File: src/rtl/fifo_burst_writer.sv
// Drains a line FIFO into fixed-length DDR write bursts: one (addr, len) command, then len words with last.
// Two-entry skid buffer covers the FIFO's one-cycle read latency so wr_ready may drop on any cycle.
module fifo_burst_writer #(
  parameter int unsigned DATA_WIDTH  = 16,
  parameter int unsigned LEVEL_WIDTH = 12,
  parameter int unsigned BURST_LEN   = 64,
  parameter int unsigned ADDR_WIDTH  = 28,
  parameter int unsigned FRAME_WIDTH = 22
) (
  input  logic                   clk,
  input  logic                   rst,
  input  logic                   enable,
  input  logic                   frame_start,
  input  logic [ADDR_WIDTH-1:0]  base_addr,
  input  logic [FRAME_WIDTH-1:0] frame_words,
  output logic                   fifo_rd_en,
  input  logic [DATA_WIDTH-1:0]  fifo_rd_data,
  input  logic                   fifo_rd_empty,
  input  logic [LEVEL_WIDTH-1:0] fifo_rd_level,
  output logic                   cmd_valid,
  input  logic                   cmd_ready,
  output logic [ADDR_WIDTH-1:0]  cmd_addr,
  output logic [8:0]             cmd_len,
  output logic                   wr_valid,
  input  logic                   wr_ready,
  output logic [DATA_WIDTH-1:0]  wr_data,
  output logic                   wr_last,
  output logic                   busy,
  output logic                   frame_done
);

  typedef enum logic [1:0] {
    S_IDLE,
    S_WAIT,
    S_CMD,
    S_DATA
  } state_t;

  state_t state, state_nxt;

  logic [ADDR_WIDTH-1:0]  addr;
  logic [FRAME_WIDTH-1:0] remaining;
  logic [8:0]             blen;
  logic [8:0]             blen_c;
  logic [8:0]             issued;
  logic [8:0]             accepted;
  logic [DATA_WIDTH-1:0]  sk0;
  logic [DATA_WIDTH-1:0]  sk1;
  logic [1:0]             sk_cnt;
  logic                   in_flight;
  logic                   pop;
  logic                   burst_end;
  logic                   frame_last;
  logic                   level_ok;
  logic [1:0]             occ_after;

  assign blen_c   = (remaining >= FRAME_WIDTH'(BURST_LEN)) ? 9'(BURST_LEN) : remaining[8:0];
  assign level_ok = 32'(fifo_rd_level) >= 32'(blen_c);

  // The word returning from last cycle's read is presented directly when the skid is empty.
  assign wr_valid = (sk_cnt != 2'd0) || in_flight;
  assign wr_data  = (sk_cnt != 2'd0) ? sk0 : (in_flight ? fifo_rd_data : '0);
  assign wr_last  = wr_valid && (accepted == blen - 9'd1);
  assign pop      = wr_valid && wr_ready;

  assign occ_after  = sk_cnt + {1'b0, in_flight} - {1'b0, pop};
  assign fifo_rd_en = (state == S_DATA) && (issued < blen) && !fifo_rd_empty && (occ_after < 2'd2);

  assign burst_end  = (state == S_DATA) && pop && (accepted == blen - 9'd1);
  assign frame_last = (remaining == FRAME_WIDTH'(blen));

  always_comb begin
    state_nxt = state;
    case (state)
      S_IDLE: if (frame_start && (frame_words != '0)) state_nxt = S_WAIT;
      S_WAIT: if (enable && level_ok) state_nxt = S_CMD;
      S_CMD:  if (cmd_ready) state_nxt = S_DATA;
      S_DATA: if (burst_end) state_nxt = frame_last ? S_IDLE : S_WAIT;
      default: state_nxt = S_IDLE;
    endcase
  end

  always_ff @(posedge clk) begin
    if (rst) begin
      state <= S_IDLE;
    end else begin
      state <= state_nxt;
    end
  end

  always_ff @(posedge clk) begin
    if (rst) begin
      addr       <= '0;
      remaining  <= '0;
      blen       <= '0;
      issued     <= '0;
      accepted   <= '0;
      cmd_valid  <= 1'b0;
      cmd_addr   <= '0;
      cmd_len    <= '0;
      busy       <= 1'b0;
      frame_done <= 1'b0;
    end else begin
      frame_done <= 1'b0;
      case (state)
        S_IDLE: begin
          if (frame_start) begin
            addr      <= base_addr;
            remaining <= frame_words;
            if (frame_words == '0) begin
              frame_done <= 1'b1;
            end else begin
              busy <= 1'b1;
            end
          end
        end
        S_WAIT: begin
          if (enable && level_ok) begin
            cmd_valid <= 1'b1;
            cmd_addr  <= addr;
            cmd_len   <= blen_c;
            blen      <= blen_c;
          end
        end
        S_CMD: begin
          if (cmd_ready) begin
            cmd_valid <= 1'b0;
            issued    <= '0;
            accepted  <= '0;
          end
        end
        S_DATA: begin
          if (fifo_rd_en) begin
            issued <= issued + 9'd1;
          end
          if (pop) begin
            accepted <= accepted + 9'd1;
          end
          if (burst_end) begin
            addr      <= addr + ADDR_WIDTH'(blen);
            remaining <= remaining - FRAME_WIDTH'(blen);
            if (frame_last) begin
              frame_done <= 1'b1;
              busy       <= 1'b0;
            end
          end
        end
        default: ;
      endcase
    end
  end

  // Skid buffer: sk0 is the head; a returning read either passes through, queues, or refills the head.
  always_ff @(posedge clk) begin
    if (rst) begin
      sk0       <= '0;
      sk1       <= '0;
      sk_cnt    <= 2'd0;
      in_flight <= 1'b0;
    end else begin
      in_flight <= fifo_rd_en;
      case (sk_cnt)
        2'd0: begin
          if (in_flight && !pop) begin
            sk0    <= fifo_rd_data;
            sk_cnt <= 2'd1;
          end
        end
        2'd1: begin
          if (pop && in_flight) begin
            sk0 <= fifo_rd_data;
          end else if (pop) begin
            sk_cnt <= 2'd0;
          end else if (in_flight) begin
            sk1    <= fifo_rd_data;
            sk_cnt <= 2'd2;
          end
        end
        default: begin
          if (pop) begin
            sk0 <= sk1;
            if (in_flight) begin
              sk1 <= fifo_rd_data;
            end else begin
              sk_cnt <= 2'd1;
            end
          end
        end
      endcase
    end
  end

endmodule

File: config.mk
export PLATFORM = sky130hd
export DESIGN_NAME = fifo_burst_writer
export DESIGN_NICKNAME = d
export VERILOG_FILES = /design/src/rtl/fifo_burst_writer.sv
export SDC_FILE = /design/constraint.sdc
export NUM_CORES = 1
export LEC_CHECK = 0
export ABC_AREA = 1
export BUFFER_PORTS_ARGS = -buffer_cell sky130_fd_sc_hd__buf_4
export CAP_MARGIN = 20
export CORE_ASPECT_RATIO = 1.1
export CORE_MARGIN = 4
export CORE_UTILIZATION = 58
export DETAILED_ROUTE_END_ITERATION = 6
export PLACE_DENSITY = 0.81
export SETUP_SLACK_MARGIN = 0.4
export SYNTH_ARGS = -nofsm -noshare
export SYNTH_HDL_FRONTEND = slang
export SYNTH_SLANG_ARGS = --single-unit
File: constraint.sdc
create_clock -name clk -period 3.5 [get_ports clk]
set_input_delay 0.175 -clock clk [delete_from_list [all_inputs] [get_ports clk]]
set_output_delay 0.175 -clock clk [all_outputs]
set_load 0.05 [all_outputs]
==> run_results.csv, run 1 <==
group,metric,value,unit
critical_path,crit_start,"remaining[6]",
critical_path,timing_worst_setup_path_type,"reg2reg",
synthesis,warnings_from_yosys,0,
route,wire_per_inst,14.4,um
route,detail_route.drc_violations,0,
power_and_ir_drop,power_per_cell_area,696,nW/um2
place,routability_cong,0.978,
timing,setup_viol,0,
floorplan,floorplan.initialDensity,59.5,%
route,ant_nets,0,
route,detailed_route_via_count,10200,
place,io_buffers,143,
global_route,grt_util_all_layers,29.2,%
clock_tree,cts_num_sinks,145,
timing,tightest_slew,885,ps
critical_path,timing.critical_path.fanout_max,26,
global_route,overflow,0,
critical_path,reg2regPathDepth,17,
finish,post_route_cells_drive_above_1_share,13.0,%
floorplan,chipWidth,129,um
floorplan,placementRows,48,
synthesis,post_synthesis_async_set_or_reset_flop_share,0,%
synthesis,ys.flop_type,"sky130_fd_sc_hd__dfxtp_1",
timing,highest_clock_rate,352,MHz
synthesis,synth-seq-cells,145,
critical_path,crit_required,3810,ps
critical_path,crit_end,"cmd_addr[23]",
timing,post_route_clock_skew,11.1,ps
floorplan,die-height,141,um
place,detailedPlacementHpwl,19.7,mm
finish,layout.cells.most_common_list,"sky130_fd_sc_hd__nand2_1 (428), sky130_fd_sc_hd__nor2_1 (205), sky130_fd_sc_hd__inv_1 (172)",
critical_path,setup_slack_of_the_most_critical_reg_to_reg_path,660,ps
status,outcome,"finished, final reports clean",
synthesis,synth_cell_type_count,41,
route,routed_wl,27.0,mm
run,max-cap-violations,0,
critical_path,timing.critical_path.to_type,"flop",
finish,final.fill_count,1418,
finish,synthesis_to_finish_area_growth,20.3,%
clock_tree,clock_insertion_delay_worst_skew,430,ps
timing,final.min_clock_period,2840,ps
timing,rsz0062_at_grt,"true",
power_and_ir_drop,ir_drop,500,uV
clock_tree,cts_buffers,17,
synthesis,ys_seq_area_share,30.9,%
route,route.detailed.vias_per_inst,5.47,
clock_tree,cts_max_path_buffers,2,
route,drt-pass1-iter-count,6,
global_route,grt_antenna_before_repair,0,
timing,relSlewSlack,40.8,%
finish,finish.net_count,1792,
worst_hold_path,min-delay-path-class,"in2reg",
timing,finalHoldViolations,0,
clock_tree,cts_tree,"built",
synthesis,synth_cells,1535,
timing,finalMaxSlewViolations,0,
floorplan,num_io_pins,144,
clock_tree,htreeDepth,4,
synthesis,netlist_area,9390,um2
floorplan,total_die_area,18300,um2
global_route,first_global_vias,9127,
finish,antenna_cells,0,
power_and_ir_drop,static-leakage-power,0.00548,uW
clock_tree,clkSlewWorstSetupHoldPaths,70,ps
route,drt_iter0_markers,931,
finish,layout_commonest_cell,"sky130_fd_sc_hd__nand2_1",
critical_path,worst_ep_arrival_time,3150,ps
synthesis,postSynthAreaPerCell,6.12,um2
critical_path,r2r-end,"cmd_addr[23]",
floorplan,core_region_area,15800,um2
power_and_ir_drop,total_power_draw,7860,uW
clock_tree,clk_root_buffer_cell,"sky130_fd_sc_hd__clkbuf_16",
synthesis,synth-edff-count,0,
timing,timing.setup.tns,0,ps
critical_path,timing.rr.start,"remaining[6]",
global_route,grt_max_degree,65,
critical_path,timing.critical_path.from_type,"flop",
timing,fin_crit_sh,81.2,%
global_route,first_pass_grt_wire_length,43.5,mm
## sequential cells by signal, indices dropped and copies added, names as in the netlist
name	cells
addr	28
cmd_addr	28
remaining	22
sk0	16
sk1	16
accepted	9
blen	9
issued	9
sk_cnt	2
state	2
busy	1
cmd_valid	1
frame_done	1
in_flight	1
## layer usage
layer / vias to the layer above / wire (um) / GRT usage, %
met1: 4539 / 11600 / 40.1
met4: 0 / 582 / 9.07
li1: 5208 / - / -
met5: - / 0 / 0
met3: 57 / 2100 / 5.42
met2: 427 / 12700 / 46.6
## repair_timing
action,4_1_cts,5_1_grt
buffers inserted,0,4
gates resized for setup,1,6
endpoints found under the setup margin,2,58
hold endpoints to repair,2,0
cloned,0,1
hold buffers,2,0
## synth_stat cells, drive strengths merged (4+ instances only)
cell    number  area [um2]
a21oi      123         623
buf         24         126
clkbuf      35         133
dfxtp      145        2900
ha          46         576
inv        176         661
nand2      433        1640
nand3      102         515
nand3b      13        97.6
nand4       19         119
nor2       208         786
nor3        21         105
nor4         4        25.0
o21a         4        30.0
o21ai      127         636
o22ai       18         113
or2          4        25.0
xnor2        7        61.3
xor2         9        78.8
## report_power, final
group / switching [uW] / total, uW / leakage, uW / internal [uW]
Clock: 800 / 1950 / 0.000303 / 1150
Sequential: 289 / 2270 / 0.00118 / 1980
Combinational: 2450 / 3650 / 0.00399 / 1200
Total: 3540 / 7860 / 0.00548 / 4330
## worst min-delay path by stage
| stage | from | endpoint | slack [ps] | cells after the start |
|---|---|---|---|---|
| finish | fifo_rd_data[6] | sk1[6] | 40 | 3 |
| floorplan | fifo_rd_data[15] | sk1[15] | 310 | 2 |
| global placement | fifo_rd_data[15] | sk1[15] | 420 | 3 |
| CTS | fifo_rd_data[6] | sk1[6] | 30 | 3 |
| global route | fifo_rd_data[6] | sk1[6] | 50 | 3 |
| detailed placement | fifo_rd_data[15] | sk1[15] | 430 | 3 |
## per-stage QoR
stage               cells  setup slack (ps)  util [%]  hold WS, ps  area, um2
CTS                  1867               482      71.1         31.4      11200
global route         1872               362      71.5         50.4      11300
detailed placement   1833               454      67.0          432      10600
finish               1872               657      71.5         44.5      11300
floorplan            1536               736         -          310       9390
global placement     1833               563      67.0          423      10600
## worst max-delay path, stage by stage, from the launching register on
cell	delay, ps
sky130_fd_sc_hd__dfxtp_1	330
sky130_fd_sc_hd__or4_1	510
sky130_fd_sc_hd__nor2_1	130
sky130_fd_sc_hd__nand2_2	150
sky130_fd_sc_hd__nor2_1	130
sky130_fd_sc_hd__inv_1	80
sky130_fd_sc_hd__ha_1	280
sky130_fd_sc_hd__inv_1	60
sky130_fd_sc_hd__o21bai_1	50
sky130_fd_sc_hd__nand2_1	50
sky130_fd_sc_hd__nand2_1	40
sky130_fd_sc_hd__nand2_1	50
sky130_fd_sc_hd__nand4_1	110
sky130_fd_sc_hd__nand3_2	130
sky130_fd_sc_hd__clkinv_4	120
sky130_fd_sc_hd__buf_12	180
sky130_fd_sc_hd__o21ai_0	220
sky130_fd_sc_hd__a21oi_1	70
## area by class of cell
cell class	instances	area [um2]	share of cell area [%]
multi-input combinational	1155	5580	49.4
sequential	145	2900	25.7
clock buffer	17	425	3.77
inverter	177	669	5.93
timing repair buffer	163	1270	11.3
tap	200	250	2.22
clock inverter	15	195	1.73
## cell families (layout without fill, tap and decap cells)
| logic type | after synthesis | count (layout) | synth area share, % |
|---|---|---|---|
| buf+inv | 236 | 372 | 9.83 |
| compound gates | 281 | 281 | 15.6 |
| flops | 145 | 145 | 30.9 |
| fa+ha+maj | 48 | 48 | 6.56 |
| other cells | 1 | 2 | 0.0399 |
| simple gates | 808 | 808 | 35.5 |
| xor+xnor | 16 | 16 | 1.49 |
Note: power is estimated with default switching activity, not from simulation.
==> run 2, diff against run 1 <==
- CORE_UTILIZATION: 58 -> 52
- PLACE_DENSITY: 0.81 -> 0.77
- clock period: 3.5 -> 2.32 ns (I/O delays scaled with it)
==> run_results.csv, run 2 (synthesis gave the netlist of run 1 again) <==
group,metric,value,unit
timing,finalMaxSlewViolations,0,
clock_tree,clk_root_buffer_cell,"sky130_fd_sc_hd__clkbuf_16",
finish,ff_latch_area,2960,um2
clock_tree,cts_tree,"built",
route,route.detailed.vias_per_inst,6.29,
global_route,grt_antenna_before_repair,0,
global_route,first_global_vias,11200,
global_route,overflow,0,
critical_path,timing.critical_path.to_type,"flop",
timing,setup_viol,93,
worst_hold_path,min_path_cells,5,
finish,synthesis_to_finish_area_growth,59.3,%
floorplan,total_die_area,20300,um2
critical_path,worst_ep_arrival_time,3590,ps
floorplan,placementRows,51,
clock_tree,cts_max_path_buffers,2,
timing,post_route_clock_skew,19.4,ps
floorplan,core_region_area,17700,um2
route,drt-pass1-iter-count,7,
timing,fin_crit_sh,140,%
critical_path,timing.critical_path.fanout_max,7,
place,io_buffers,143,
finish,layout_commonest_cell,"sky130_fd_sc_hd__nand2_1",
status,outcome,"finished with violations",
route,drt_iter0_markers,1714,
finish,layout.cells.most_common_list,"sky130_fd_sc_hd__nand2_1 (329), sky130_fd_sc_hd__buf_4 (234), sky130_fd_sc_hd__inv_1 (150)",
critical_path,timing.critical_path.from_type,"flop",
timing,final.min_clock_period,3250,ps
route,wire_per_inst,21.5,um
critical_path,reg2regPathDepth,18,
global_route,grt_util_all_layers,35.0,%
power_and_ir_drop,power.net_switching,8420,uW
finish,final.fill_count,945,
place,routability_cong,0.904,
power_and_ir_drop,switching_share,48.3,%
critical_path,crit_required,2660,ps
finish,multiInputGateArea,7250,um2
route,detail_route.drc_violations,2,
power_and_ir_drop,power.clock.fraction,16.7,%
global_route,first_pass_grt_wire_length,56.7,mm
floorplan,num_io_pins,144,
power_and_ir_drop,p_comb_share,63.1,%
timing,highest_clock_rate,308,MHz
timing,timing.setup.tns,-41890,ps
floorplan,chipWidth,136,um
power_and_ir_drop,ir_drop,766,uV
power_and_ir_drop,sequentialPowerShare,20.2,%
place,detailedPlacementHpwl,20.8,mm
floorplan,die-height,149,um
power_and_ir_drop,power_per_cell_area,1170,nW/um2
floorplan,floorplan.initialDensity,52.9,%
clock_tree,clkSlewWorstSetupHoldPaths,70,ps
route,routed_wl,44.5,mm
finish,antenna_cells,0,
worst_hold_path,min-delay-path-class,"in2reg",
route,ant_nets,0,
finish,post_route_cells_drive_above_1_share,38.4,%
finish,finish.net_count,1951,
run,max-cap-violations,0,
timing,post-route-worst-setup-slack,-930,ps
clock_tree,clock_insertion_delay_worst_skew,450,ps
status,failed_checks,"design-rule violations, negative setup slack",
clock_tree,htreeDepth,4,
global_route,grt_max_degree,55,
place,place_worst_setup_slack,-518,ps
power_and_ir_drop,p_int,9010,uW
clock_tree,cts_num_sinks,145,
timing,tightest_slew,789,ps
critical_path,timing_worst_setup_path_type,"reg2reg",
route,detailed_route_via_count,13000,
finish,leading_registers_by_flop_count,"addr: 28 flops, cmd_addr: 28 flops, remaining: 22 flops",
clock_tree,cts_buffers,17,
timing,rsz0062_at_grt,"true",
timing,finalHoldViolations,0,
timing,relSlewSlack,47.3,%
power_and_ir_drop,static-leakage-power,0.00673,uW
[run 2: layout make-up]
type | count | share of cell area (%)
clock inverter | 15 | 1.22
multi-input combinational | 1157 | 48.5
clock buffer | 17 | 2.84
inverter | 177 | 4.77
timing repair buffer | 320 | 21.0
tap | 238 | 1.99
sequential | 145 | 19.8
[run 2: critical path: stages, from the launching register on]
cell and delay (ps):
sky130_fd_sc_hd__dfxtp_2 330, sky130_fd_sc_hd__or4_4 540, sky130_fd_sc_hd__nor2_4 190, sky130_fd_sc_hd__nand2_8 130, sky130_fd_sc_hd__nor2_4 150, sky130_fd_sc_hd__inv_2 70
sky130_fd_sc_hd__ha_4 220, sky130_fd_sc_hd__nand2_2 80, sky130_fd_sc_hd__inv_1 60, sky130_fd_sc_hd__nand2_1 170, sky130_fd_sc_hd__nand2_1 90, sky130_fd_sc_hd__nand2_1 70
sky130_fd_sc_hd__nand4_1 220, sky130_fd_sc_hd__nand3_4 230, sky130_fd_sc_hd__clkinv_8 110, sky130_fd_sc_hd__buf_6 140, sky130_fd_sc_hd__buf_8 130, sky130_fd_sc_hd__o21ai_4 160
sky130_fd_sc_hd__a21oi_2 40
[run 2: what timing repair did]
action / CTS / global route
hold buffers: 18 / 0
setup endpoints to repair: 122 / 136
resized for setup: 295 / 214
pin swaps: 85 / 81
cloned: 21 / 2
hold endpoints to repair: 18 / 0
buffers inserted: 58 / 24
[run 2: metrics by stage]
step	total power (uW)	hold slack [ps]	util (%)	cell area (um2)	instances
after detailed placement	9190	377	62.7	11100	1914
after global placement	9080	368	62.7	11100	1914
final	17400	13.2	84.3	15000	2069
after floorplan	7710	251	-	9630	1536
after global routing	17900	40.8	84.3	15000	2069
after CTS	15300	0.00683	78.8	14000	2043
[run 2: routing by layer]
layer	track usage, %	wire (um)	vias to the layer above
met1	42.3	14900	5832
met4	20.2	4420	0
met2	57.8	20000	1179
met3	6.88	5230	454
met5	0	0	-
li1	-	-	5553
[run 2: worst paths after layout]
check / from / end / slack [ps]
setup reg to reg: remaining[6] / blen[5] / -930
hold reg to reg: sk1[2] / sk1[2] / 450
hold / removal: base_addr[24] / addr[24] / 10
setup / recovery: remaining[6] / blen[5] / -930
[run 2: power groups by stage]
stage               clock (uW)  sequential, uW  combinational (uW)
finish                    2910            3520               11000
global route              2960            3540               11400
CTS                       2810            3400                9100
detailed placement           0            3440                5750
global placement             0            3430                5650
floorplan                    0            3780                3930
